===== config.mk =====
export PLATFORM = sky130hd
export DESIGN_NAME = clock_divider_phased
export DESIGN_NICKNAME = d
export VERILOG_FILES = /design/src/rtl/clkdiv_pkg.sv /design/src/rtl/clkdiv_phase_gen.sv /design/src/rtl/clock_divider_phased.sv
export SDC_FILE = /design/constraint.sdc
export NUM_CORES = 1
export LEC_CHECK = 0
export BUFFER_PORTS_ARGS = -buffer_cell sky130_fd_sc_hd__buf_2
export CAP_MARGIN = 20
export CORE_UTILIZATION = 59
export DETAILED_ROUTE_END_ITERATION = 6
export PLACE_DENSITY = 0.84
export SYNTH_ARGS = -nofsm -noshare
export SYNTH_HDL_FRONTEND = slang
export SYNTH_SLANG_ARGS = --single-unit

===== constraint.sdc =====
create_clock -name CLK -period 10.31 [get_ports CLK]
set_input_delay 1.5465 -clock CLK [delete_from_list [all_inputs] [get_ports CLK]]
set_output_delay 1.5465 -clock CLK [all_outputs]
set_load 0.005 [all_outputs]

===== src/rtl/clkdiv_pkg.sv =====
// Shared types for the phased clock divider.
package clkdiv_pkg;

    localparam int unsigned MAX_OUT = 4;
    localparam int unsigned Q_W     = 2;

    typedef logic [Q_W-1:0] quarter_t;

    typedef enum logic [1:0] {
        IDLE  = 2'd0,
        RUN   = 2'd1,
        DRAIN = 2'd2
    } state_t;

endpackage


===== src/rtl/clkdiv_phase_gen.sv =====
// One phase output: holds its arm flag and decodes its rising/falling events
// from the next-edge counter position so out_o changes on exactly that edge.
module clkdiv_phase_gen
    import clkdiv_pkg::*;
#(
    parameter int unsigned K = 0
) (
    input  logic     CLK,
    input  logic     RST_N,
    input  quarter_t q_i,          // quarter index being entered on this edge
    input  logic     sub_zero_i,   // sub counter being entered is 0
    input  logic     arm_ok_i,     // run request sampled on this edge
    input  logic     drain_i,      // draining: falling events disarm
    input  logic     clear_i,      // entering IDLE: counter frozen, force low
    output logic     out_o,
    output logic     arm_o
);

    localparam quarter_t RISE_Q = quarter_t'(K);
    localparam quarter_t FALL_Q = quarter_t'(K + 2);

    logic     arm_q, arm_d;
    logic     out_q, out_d;
    logic     rise_c, fall_c;
    quarter_t qdiff_c;

    // Event decode, arm update and gated phase level for the coming edge
    always_comb begin
        rise_c  = !clear_i && sub_zero_i && (q_i == RISE_Q);
        fall_c  = !clear_i && sub_zero_i && (q_i == FALL_Q);
        arm_d   = arm_q;
        if (clear_i) begin
            arm_d = 1'b0;
        end else if (rise_c && arm_ok_i) begin
            arm_d = 1'b1;
        end else if (fall_c && drain_i) begin
            arm_d = 1'b0;
        end
        qdiff_c = q_i - RISE_Q;
        out_d   = arm_d && !qdiff_c[1];
    end

    // Arm flag and output register
    always_ff @(posedge CLK) begin
        if (!RST_N) begin
            arm_q <= 1'b0;
            out_q <= 1'b0;
        end else begin
            arm_q <= arm_d;
            out_q <= out_d;
        end
    end

    assign out_o = out_q;
    assign arm_o = arm_q;

endmodule


===== src/rtl/clock_divider_phased.sv =====
// Runtime-programmable divider with up to four 90-degree-spaced outputs,
// period 4*S input clocks, glitch-free start and drain.
// Optional tick output is built only when CLKDIV_TICK_EN is defined.
module clock_divider_phased
    import clkdiv_pkg::*;
#(
    parameter int unsigned CNT_W       = 16,
    parameter int unsigned NUM_OUT     = 2,
    parameter int unsigned DEFAULT_DIV = 1
) (
    input  logic               CLK,
    input  logic               RST_N,
    input  logic               en,
    input  logic [CNT_W-1:0]   div_ratio,
    output logic [NUM_OUT-1:0] clk_out,
`ifdef CLKDIV_TICK_EN
    output logic               tick,
`endif
    output logic               running
);

    localparam logic [CNT_W-1:0] DEF_S = (DEFAULT_DIV == 0) ? CNT_W'(1) : CNT_W'(DEFAULT_DIV);

    state_t             state_q, state_d;
    quarter_t           q_q, q_d;
    logic [CNT_W-1:0]   sub_q, sub_d;
    logic [CNT_W-1:0]   s_q, s_d;
    logic               running_q;
    logic [CNT_W-1:0]   ratio_eff_c;
    logic               start_c, sub_wrap_c, clear_c, drain_c, sub_zero_c;
    logic [NUM_OUT-1:0] arm_vec;

    // Next state, counter advance and ratio reload (only at start or period wrap)
    always_comb begin
        state_d     = state_q;
        q_d         = q_q;
        sub_d       = sub_q;
        s_d         = s_q;
        ratio_eff_c = (div_ratio == '0) ? CNT_W'(1) : div_ratio;
        start_c     = (state_q == IDLE) && en;
        sub_wrap_c  = (sub_q == s_q - CNT_W'(1));

        case (state_q)
            IDLE:    if (en) state_d = RUN;
            RUN:     if (!en) state_d = DRAIN;
            DRAIN: begin
                if (en) begin
                    state_d = RUN;
                end else if (arm_vec == '0) begin
                    state_d = IDLE;
                end
            end
            default: state_d = IDLE;
        endcase

        if (state_d == IDLE) begin
            q_d   = '0;
            sub_d = '0;
        end else if (start_c) begin
            q_d   = '0;
            sub_d = '0;
            s_d   = ratio_eff_c;
        end else if (sub_wrap_c) begin
            sub_d = '0;
            q_d   = q_q + quarter_t'(1);
            if (q_q == quarter_t'(3)) begin
                s_d = ratio_eff_c;
            end
        end else begin
            sub_d = sub_q + CNT_W'(1);
        end

        clear_c    = (state_d == IDLE);
        drain_c    = (state_q != IDLE) && !en;
        sub_zero_c = (sub_d == '0);
    end

    // FSM, counters, step register and running flag
    always_ff @(posedge CLK) begin
        if (!RST_N) begin
            state_q   <= IDLE;
            q_q       <= '0;
            sub_q     <= '0;
            s_q       <= DEF_S;
            running_q <= 1'b0;
        end else begin
            state_q   <= state_d;
            q_q       <= q_d;
            sub_q     <= sub_d;
            s_q       <= s_d;
            running_q <= (state_d != IDLE);
        end
    end

    assign running = running_q;

    // One phase generator per output, fed with the position entered on each edge
    for (genvar k = 0; k < NUM_OUT; k++) begin : g_phase
        clkdiv_phase_gen #(
            .K(k)
        ) u_phase (
            .CLK        (CLK),
            .RST_N      (RST_N),
            .q_i        (q_d),
            .sub_zero_i (sub_zero_c),
            .arm_ok_i   (en),
            .drain_i    (drain_c),
            .clear_i    (clear_c),
            .out_o      (clk_out[k]),
            .arm_o      (arm_vec[k])
        );
    end

`ifdef CLKDIV_TICK_EN
    // Period-start strobe while running, including the start edge
    always_ff @(posedge CLK) begin
        if (!RST_N) begin
            tick <= 1'b0;
        end else begin
            tick <= (state_d == RUN) && (q_d == '0) && sub_zero_c;
        end
    end
`endif

endmodule


==> results of run 1 <==
## final timing paths
check,startpoint,end,slack (ns),depth (start not counted)
hold reg to reg,sub_q[0],sub_q[0],0.50,1
setup reg to reg,s_q[3],g_phase[0].u_phase.out_o,6.29,11
hold / removal,sub_q[0],sub_q[0],0.50,1
setup / recovery,s_q[3],g_phase[0].u_phase.out_o,6.29,11
## cells in the mapped netlist, types with 2 or more instances
library cell | number | area, um^2
nand4_1 | 6 | 37.5
clkbuf_1 | 13 | 48.8
xnor2_1 | 16 | 140
or4_1 | 5 | 37.5
buf_2 | 3 | 15.0
and2_1 | 2 | 12.5
a21oi_1 | 11 | 55.1
and3_1 | 4 | 25.0
o211ai_1 | 2 | 15.0
or2_2 | 2 | 12.5
mux2i_1 | 16 | 160
o21ai_0 | 3 | 15.0
xor2_1 | 17 | 149
o31ai_1 | 4 | 30.0
nand2b_1 | 3 | 18.8
nor3b_1 | 3 | 22.5
or4_4 | 3 | 33.8
or3_1 | 4 | 25.0
a31oi_1 | 3 | 18.8
a2111oi_0 | 2 | 17.5
nor4_1 | 7 | 43.8
or3b_2 | 2 | 17.5
or2_1 | 2 | 12.5
dfxtp_1 | 41 | 821
buf_4 | 4 | 30.0
nor2b_1 | 2 | 12.5
nor2_1 | 30 | 113
nand2_1 | 48 | 180
nand3b_1 | 2 | 15.0
ha_1 | 7 | 87.6
nor3_1 | 9 | 45.0
a31o_2 | 3 | 26.3
inv_1 | 8 | 30.0
nand3_1 | 12 | 60.1
## worst max-delay path: stages, from the launching register on
cell and delay (ns):
dfxtp_1 0.39, or4_4 0.60, or4_4 0.56, or4_4 0.52, a2111oi_4 0.36, nand3_1 0.10, or3_1 0.43, xor2_1 0.20
or2_1 0.25, ha_1 0.21, a31o_2 0.22, a2bb2oi_2 0.13
## placed cells by master (no fill, tap or decap), types with 2 or more instances in the layout
cell	synthesis	final
nand2_1	48	48
dfxtp_1	41	41
nor2_1	30	30
buf_2	3	21
xor2_1	17	17
xnor2_1	16	16
mux2i_1	16	16
nand3_1	12	12
a21oi_1	11	11
nor3_1	9	9
inv_1	8	8
nor4_1	7	7
ha_1	7	7
nand4_1	6	6
or4_1	5	5
clkbuf_8	0	5
or3_1	4	4
and3_1	4	4
o31ai_1	4	4
or4_4	3	3
nand2b_1	3	3
nor3b_1	3	3
o21ai_0	3	3
a31o_2	3	3
a31oi_1	3	3
nor2b_1	2	2
or3b_2	2	2
nand3b_1	2	2
a2111oi_0	2	2
or2_1	2	2
or2_2	2	2
and2_1	2	2
o211ai_1	2	2
clkinv_2	0	2
## power by group through the flow
stage	logic (mW)	registers, mW	clock network, mW
floorplan	0.0458	0.172	0
CTS	0.0549	0.172	0.102
detailed placement	0.0546	0.176	0
finish	0.0551	0.172	0.102
global route	0.0609	0.173	0.109
global placement	0.0540	0.175	0
## final cells by class
type,instances,area [um^2],share of cell area (%)
Multi-Input combinational cell,253,1680,60.3
Tap cell,50,62.6,2.24
Clock inverter,2,10.0,0.359
Sequential cell,41,821,29.4
Inverter,8,30.0,1.08
Timing Repair Buffer,22,113,4.04
Clock buffer,6,72.6,2.60
## flip-flops by register name (all words and copies together) (netlist names)
| name | count |
|---|---|
| sub_q | 16 |
| s_q | 16 |
| g_phase.u_phase.out_o | 2 |
| running | 1 |
| g_phase.u_phase.arm_o | 2 |
| q_q | 2 |
| state_q | 2 |
## cells by family (layout without fill, tap and decap cells)
kind of cell,count (synthesis),after routing,share of synthesized area (%)
AO/OA/AOI/OAI,45,45,13.1
flip-flops,41,41,31.1
XOR/XNOR,33,33,10.9
multiplexers,18,18,7.34
adder cells (fa/ha/maj),7,7,3.32
buffers and inverters,30,38,5.26
AND/OR/NAND/NOR,150,150,28.9
## metrics by stage
step	instances	hold WS [ns]	utilization, %	worst slack (ns)	power, mW
2_1_floorplan	324	0.451	-	6.47	0.218
3_3_place_gp	374	0.476	65.3	6.41	0.229
3_5_place_dp	374	0.484	65.3	6.32	0.230
4_1_cts	382	0.503	67.3	6.29	0.329
5_1_grt	382	0.525	67.3	6.14	0.344
6_report	382	0.499	67.3	6.29	0.329
## routing by layer
layer / up-vias / part of all wire [%] / GRT usage [%]
met5: - / 0 / 0
met4: 0 / 1.3 / 6.12
met3: 7 / 3.9 / 5.10
met2: 46 / 43 / 36.8
met1: 1005 / 52 / 34.0
li1: 1159 / - / -
==> run metrics, run 1 <==
number of diodes 0; Sw Share ~28%; Main synth FF type dfxtp_1; fillers 370; Clock Tree Root clkbuf_8; share of cells above drive strength 1 between 10% and 20%; core area between 4000 and 5000 um^2; Area growth, synth to finish 5.64%; Sequential Power Share 52.3%; Clock Pin Slew Worst Setup and Hold Paths 0.08 ns; Least-Margin Pin Slew roughly 0.59 ns; # setup viols final 0; post-CTS setup buffer count 0; fin crit period approximately 4 ns; first-pass GRT wire length 8.44 mm; die area ~4700 um^2; crit-path max FO 9; dpl hpwl between 3 and 4 mm; flops & latches, synth a little over 40; DP Area between 2000 and 3000 um^2; Arrival @ worst endpoint between 4 and 5 ns; Tcrit/Tclk final slightly below 40%; number of core rows 23; vias post-DR 2,217; Top Ports 22; yosys warns 0; total gr overflow 0; CTS tree done; port bufs 21; vias in the first global route 1,915; power per standard cell area approximately 120 nW/um^2; fmax about 250 MHz; Cell Area, Synth about 2600 um^2; Pleak 1.10 nW; RSZ-0062 raised after global routing false; ANT nets after route 0; CTS resizes 0; run status complete, no violations; NetSw 93.0 uW; max_cap viols 0; Seq/Total Area, Yosys a little over 30%; crit path kind reg -> reg; Starting Density between 60% and 70%; Max VDD drop about 0.084 mV; slew margin rel. 60.6%; number of synthesized flops with an enable pin 0; worst-skew pair later-pin latency about 0.29 ns; Routed WL per cell 13.5 um; DRC viols 0; First DRT Iteration DRCs 127; clock sink count approximately 40; required time worst endpoint about 11 ns; clk buf depth 2; Post-Syn Instances 324; clock buffer count from CTS 5; nets@finish ~360; crit path launch type flip-flop; Net Count, Synth 350; # hold bufs at CTS 0; FFs w/ async S/R, synth 0%; H-tree depth 2; mean area per synthesized cell just over 8 um^2; Slew Limit Fails 0; worst clock skew 0.00710 ns; CP Capture Type flip-flop; worst min-delay path category reg -> reg; final instance area around 2800 um^2; pin count of the biggest net entering global routing 38; Placer Congestion roughly 0.91; final wirelength between 5 and 6 mm; Distinct cells, synth just under 60; vias per cell 5.80; total track usage around a quarter; total negative slack 0 ns; combinational power share about 17%; Die Height approximately 69 um; Clock Power Share between 30% and 40%; die width a little under 70 um; Fin. Hold Viols 0; Power Internal about 240 uW; initial antenna violation count 0; DRT Pass-1 Iters 4
Note: power is estimated with default switching activity, not from simulation.
==> run 2: changes to the inputs <==
Clock period 10.31 ns to 3.8 ns, I/O delays scaled along.
==> run 2 against run 1 <==
The run now ends with setup timing left; cell area up 7.1%; non-clock buffer count up 21; first-iteration DRC count up 32%; highest routed layer unchanged; clock skew up 0.0080 ns; register-to-register slack worse by 6.4 ns; global-route usage up 3.3 points; largest power group unchanged; worst setup slack worse by 6.4 ns; flip-flop and latch count unchanged.
==> run metrics, run 2 (same netlist as run 1, synthesis figures left out) <==
run status finished with violations; violated checks setup timing; total negative slack -0.137 ns; CTS tree done; die area ~4700 um^2; DRT Pass-1 Iters 4; Hold Slack roughly 0.5 ns; final wirelength roughly 6.4 mm; Max VDD drop 0.260 mV; ANT nets after route 0; worst-skew pair later-pin latency 0.31 ns; required time worst endpoint a little over 4 ns; Top Ports 22; vias per cell a little over 6; Clock Pin Slew Worst Setup and Hold Paths 0.09 ns; fillers ~330; slew margin rel. 59.5%; nets@finish between 300 and 400; Clock Power Share between 30% and 40%; First DRT Iteration DRCs between 150 and 200; clock sink count between 40 and 50; Least-Margin Pin Slew 0.607 ns; commonest cells after routing, fill and taps aside nand2_1, dfxtp_1, nor2_1, buf_4, buf_2; DRC viols 0; total power 964 uW; total gr overflow 0; CP Capture Type flip-flop; core area just over 4000 um^2; Sw Share between 20% and 30%; pin count of the biggest net entering global routing 38; H-tree depth 2; crit path kind reg -> reg; crit path launch type flip-flop; Slew Limit Fails 0; first-pass GRT wire length between 9 and 10 mm; Placer Congestion between 0.9 and 1; NetSw 280 uW; final instance area roughly 3000 um^2; top flop regs s_q: 16 flops, sub_q: 16 flops; port bufs 21; Sequential Power Share about 48%; die width between 60 and 70 um; vias in the first global route 2,061; Tcrit/Tclk final 102%; dpl hpwl 4.32 mm; vias post-DR 2,439; DP Area between 2000 and 3000 um^2; initial antenna violation count 0; DP Worst Slack -0.0449 ns; power per standard cell area 322 nW/um^2; RSZ-0062 raised after global routing true; Pleak ~1.2 nW; Die Height 68.9 um; Power Internal ~700 uW; max_cap viols 0; clk buf depth 2; fmax between 200 and 300 MHz; number of core rows 23; Clock Tree Root clkbuf_8; worst min-delay path category reg -> reg; non-filler cells, final 403; Area growth, synth to finish 13.2%; most common cell after layout, fill and taps aside nand2_1; Arrival @ worst endpoint slightly above 4 ns; Fin. Hold Viols 0; dpl cells 392; # setup viols final 4; fin crit period ~3.9 ns; combinational power share about a fifth; clock buffer count from CTS 5; worst clock skew about 0.015 ns; final core occ 72.1%; final setup margin -0.0839 ns; Starting Density a little under two thirds; share of cells above drive strength 1 a little over a fifth; Routed WL per cell around 16 um; crit-path max FO 4; number of diodes 0; total track usage 27.3%
run 2: final timing paths:
| kind | start | end | slack, ns | cells after the start |
|---|---|---|---|---|
| min | s_q[15] | s_q[15] | 0.49 | 2 |
| max | s_q[8] | g_phase[1].u_phase.out_o | -0.08 | 10 |
| max reg2reg | s_q[8] | g_phase[1].u_phase.out_o | -0.08 | 10 |
| min reg2reg | s_q[15] | s_q[15] | 0.49 | 2 |
run 2: layout make-up:
cell class | count | area, um^2 | share of cell area, %
Inverter | 8 | 30.0 | 1.00
Sequential cell | 41 | 822 | 27.5
Clock buffer | 6 | 82.6 | 2.76
Tap cell | 50 | 62.6 | 2.09
Multi-Input combinational cell | 253 | 1710 | 57.1
Clock inverter | 2 | 13.8 | 0.460
Timing Repair Buffer | 43 | 270 | 9.04
run 2: timing repair:
action	in CTS	in global routing
hold buffers	0	0
endpoints found under the setup margin	3	11
pin swaps	0	8
setup buffers	0	3
resized for setup	1	6
run 2: power by group through the flow:
stage / clock network [mW] / logic (mW) / registers (mW)
after detailed placement: 0 / 0.184 / 0.468
final: 0.307 / 0.198 / 0.459
after CTS: 0.310 / 0.187 / 0.458
after global routing: 0.327 / 0.213 / 0.461
after global placement: 0 / 0.178 / 0.467
after floorplan: 0 / 0.129 / 0.468
run 2: critical path: stages, from the launching register on:
cell and delay [ns]:
dfxtp_2 0.33, or4_4 0.53, or4_4 0.53, or4_4 0.53, a2111oi_4 0.31, nand3_1 0.11
or3_4 0.45, mux2i_4 0.22, or2_1 0.27, ha_1 0.31, a21boi_1 0.21
run 2: layer usage:
metal	routed length (um)	up-vias	track usage (%)
li1	-	1198	-
met1	2830	1140	36.8
met2	2990	85	41.3
met3	340	16	7.24
met4	194	0	10.7
met5	0	-	0
==> run 3: changes to the inputs <==
Settings changed: ABC_AREA set to 1, GPL_ROUTABILITY_DRIVEN set to 0, PLACE_DENSITY 0.84 to 0.83.
==> run 3 against run 2 <==
The run now ends clean; synthesized cell count is 42% higher; sequential power is 3% higher; clock power is 41% higher; final cell count is 36% higher; fmax is 28% higher; register-to-register slack better by 0.84 ns; synthesized area is 10% higher; die area is 9.9% higher; clock skew is 0.0054 ns lower; critical path depth is 12 higher.
==> run metrics, run 3 <==
area fraction of the dominant cell type after synthesis between 20% and 30%; number of synthesized flops with an enable pin 0; share of cells above drive strength 1 approximately an eighth; run status complete, no violations; number of core rows 25; Cell Area, Synth just under 3000 um^2; Seq/Total Area, Yosys ~28%; Most common cell on crit path nand2_1; die width ~72 um; crit-path max FO 12; die area 5220 um^2; Least-Margin Pin Slew 0.780 ns; Worst Setup EP g_phase[0].u_phase.out_o; required time worst endpoint 4.04 ns; Net Count, Synth between 400 and 500; CTS tree done; power per standard cell area 407 nW/um^2; # hold bufs at CTS 0; Clock Pin Slew Worst Setup and Hold Paths 0.09 ns; clock buffer count from CTS 5; DRT Pass-1 Iters 7; ANT nets after route 0; H-tree depth 2; top flop regs s_q: 16 flops, sub_q: 16 flops; Hold Slack between 0.4 and 0.5 ns; port bufs 21; top-count cell post-synth nand2_1; clock sink count around 40; fmax 328 MHz; CTS resizes 0; flops & latches, synth 41; final wirelength 7.34 mm; total track usage 28.9%; grt met1 use about a third; fin crit period slightly above 3 ns; pin count of the biggest net entering global routing 27; initial antenna violation count 0; busiest layer in global routing met2; worst clock skew 0.00974 ns; total power 1.30 mW; Post-Syn Instances between 400 and 500; Area growth, synth to finish 10.1%; worst-skew pair later-pin latency 0.30 ns; first-pass GRT wire length between 10 and 15 mm; crit path launch type flip-flop; vias in the first global route 2,792; CP Buf/Inv Count 3; Top Ports 22; CP max stage cell dfxtp_1; Pleak about 1.6 nW; FFs w/ async S/R, synth 0%; crit path kind reg -> reg; clk buf depth 2; max_cap viols 0; worst min-delay path category reg -> reg; Arrival @ worst endpoint between 3 and 4 ns; CP Cell Sequence inv_2 > ha_1 > nand2_1 > nor2_1 > nand3_1 > nand2_1 > nand2_1 > nor2_1 > nand2_1 > nor2_2 > nand3_4 > xor2_1 > nor2_1 > inv_1 > ha_1 > inv_1 > nor2_1 > nand4_1 > nand2_1 > nand2_1 > nand2_1 > nor2_2; RSZ-0062 raised after global routing false; largest area contributor in the netlist dfxtp_1; Slew Limit Fails 0; vias per cell 5.47; Main synth FF type dfxtp_1; Starting Density approximately three fifths; total gr overflow 0; nets@finish approximately 510; Max VDD drop 0.231 mV; Largest stage delay, worst path about 0.35 ns; First DRT Iteration DRCs 193; commonest cells after routing, fill and taps aside nand2_1, nor2_1, inv_1, dfxtp_1, nand3_1; yosys warns 0; Synth area leaders dfxtp_1, nand2_1, nor2_1; post-CTS setup buffer count 0; most common cell after layout, fill and taps aside nand2_1; crit path from s_q[0]; slew margin rel. between 40% and 50%; Crit path max-delay family simple AND/OR/NAND/NOR gates; dpl hpwl between 5 and 6 mm; met2 Usage GRT between 50% and 60%; Clock Tree Root clkbuf_8; DRC viols 0; number of diodes 0; R2R depth 22; mean area per synthesized cell between 6 and 7 um^2; Routed WL per cell around 13 um; flop2flop setup slack 0.75 ns; Crit path depth 22; Tcrit/Tclk final 80.1%; fillers approximately 430; Distinct cells, synth 38; r2r endpoint g_phase[0].u_phase.out_o; vias post-DR between 3,000 and 4,000; total negative slack 0 ns; Die Height slightly above 70 um; RR Startpoint s_q[0]; core area approximately 4700 um^2; # setup viols final 0; most frequent cells after synthesis nand2_1, nor2_1, inv_1; CP Capture Type flip-flop; Fin. Hold Viols 0; met3 Use GR approximately 3.8%
==> run 3: cell types whose count changed in the layout (fill, tap and decap cells not counted), moves of 5 or more <==
| cell | before | now |
|---|---|---|
| xnor2_1 | 16 | 5 |
| o21ai_0 | 3 | 14 |
| nand3_1 | 12 | 36 |
| o211ai_1 | 2 | 8 |
| mux2i_1 | 16 | 0 |
| inv_1 | 8 | 61 |
| a21oi_1 | 11 | 16 |
| nor2_2 | 0 | 9 |
| nor3_1 | 9 | 14 |
| xor2_1 | 16 | 10 |
| nand2_1 | 48 | 115 |
| buf_4 | 22 | 3 |
| nor2_1 | 30 | 66 |
==> run 3: how the worst min path moves through the flow <==
| stage | startpoint | to | cells past startpoint | slack, ns |
|---|---|---|---|---|
| after floorplan | s_q[15] | s_q[15] | 2 | 0.45 |
| after global placement | s_q[15] | s_q[15] | 2 | 0.47 |
| after detailed placement | s_q[15] | s_q[15] | 2 | 0.48 |
| after CTS | s_q[15] | s_q[15] | 2 | 0.49 |
| after global routing | s_q[15] | s_q[15] | 2 | 0.53 |
| final | s_q[15] | s_q[15] | 2 | 0.48 |
==> run 3: cell families (layout without fill, tap and decap cells) <==
| kind of cell | Yosys count | count (layout) | synth area share, % |
|---|---|---|---|
| fa+ha+maj | 7 | 7 | 3.01 |
| buf+inv | 73 | 95 | 10.1 |
| xor+xnor | 15 | 15 | 4.51 |
| simple gates | 276 | 276 | 44.5 |
| flops | 41 | 41 | 28.2 |
| compound gates | 48 | 48 | 9.76 |
==> run 3: worst reg2reg max path: stages, from the launching register on <==
cell	delay, ns
dfxtp_1	0.35
inv_2	0.13
ha_1	0.27
nand2_1	0.14
nor2_1	0.16
nand3_1	0.12
nand2_1	0.09
nand2_1	0.05
nor2_1	0.10
nand2_1	0.07
nor2_2	0.13
nand3_4	0.18
xor2_1	0.20
nor2_1	0.21
inv_1	0.12
ha_1	0.22
inv_1	0.06
nor2_1	0.04
nand4_1	0.08
nand2_1	0.05
nand2_1	0.06
nand2_1	0.07
nor2_2	0.09
==> run 3: final cells by class <==
class                   count  area, um^2  share of cell area (%)
flip-flops and latches     41         821                    25.6
inverters                  63         236                    7.38
clock inverters             3        68.8                    2.15
multi-input cells         346        1800                    56.1
well taps                  67        83.8                    2.62
clock buffers               5        68.8                    2.15
repair buffers             24         128                    3.98
==> run 3: metal layers <==
layer	share of wire, %	vias up
li1	-	1520
met1	44	1362
met2	48	103
met3	5.1	20
met4	2.6	0
met5	0	-
==> run 3: power by group <==
part	internal, mW	switching (mW)	total [mW]
sequential	0.450	0.0248	0.475
combinational	0.136	0.261	0.397
clock	0.265	0.167	0.432
==> run 3: metrics by stage <==
step	instance area [um^2]	setup slack [ns]	instances	utilization (%)
CTS	3200	0.783	549	67.8
global placement	3070	0.957	541	64.9
floorplan	2910	1.21	460	-
detailed placement	3070	0.816	541	64.9
global route	3200	0.369	549	67.8
finish	3200	0.754	549	67.8
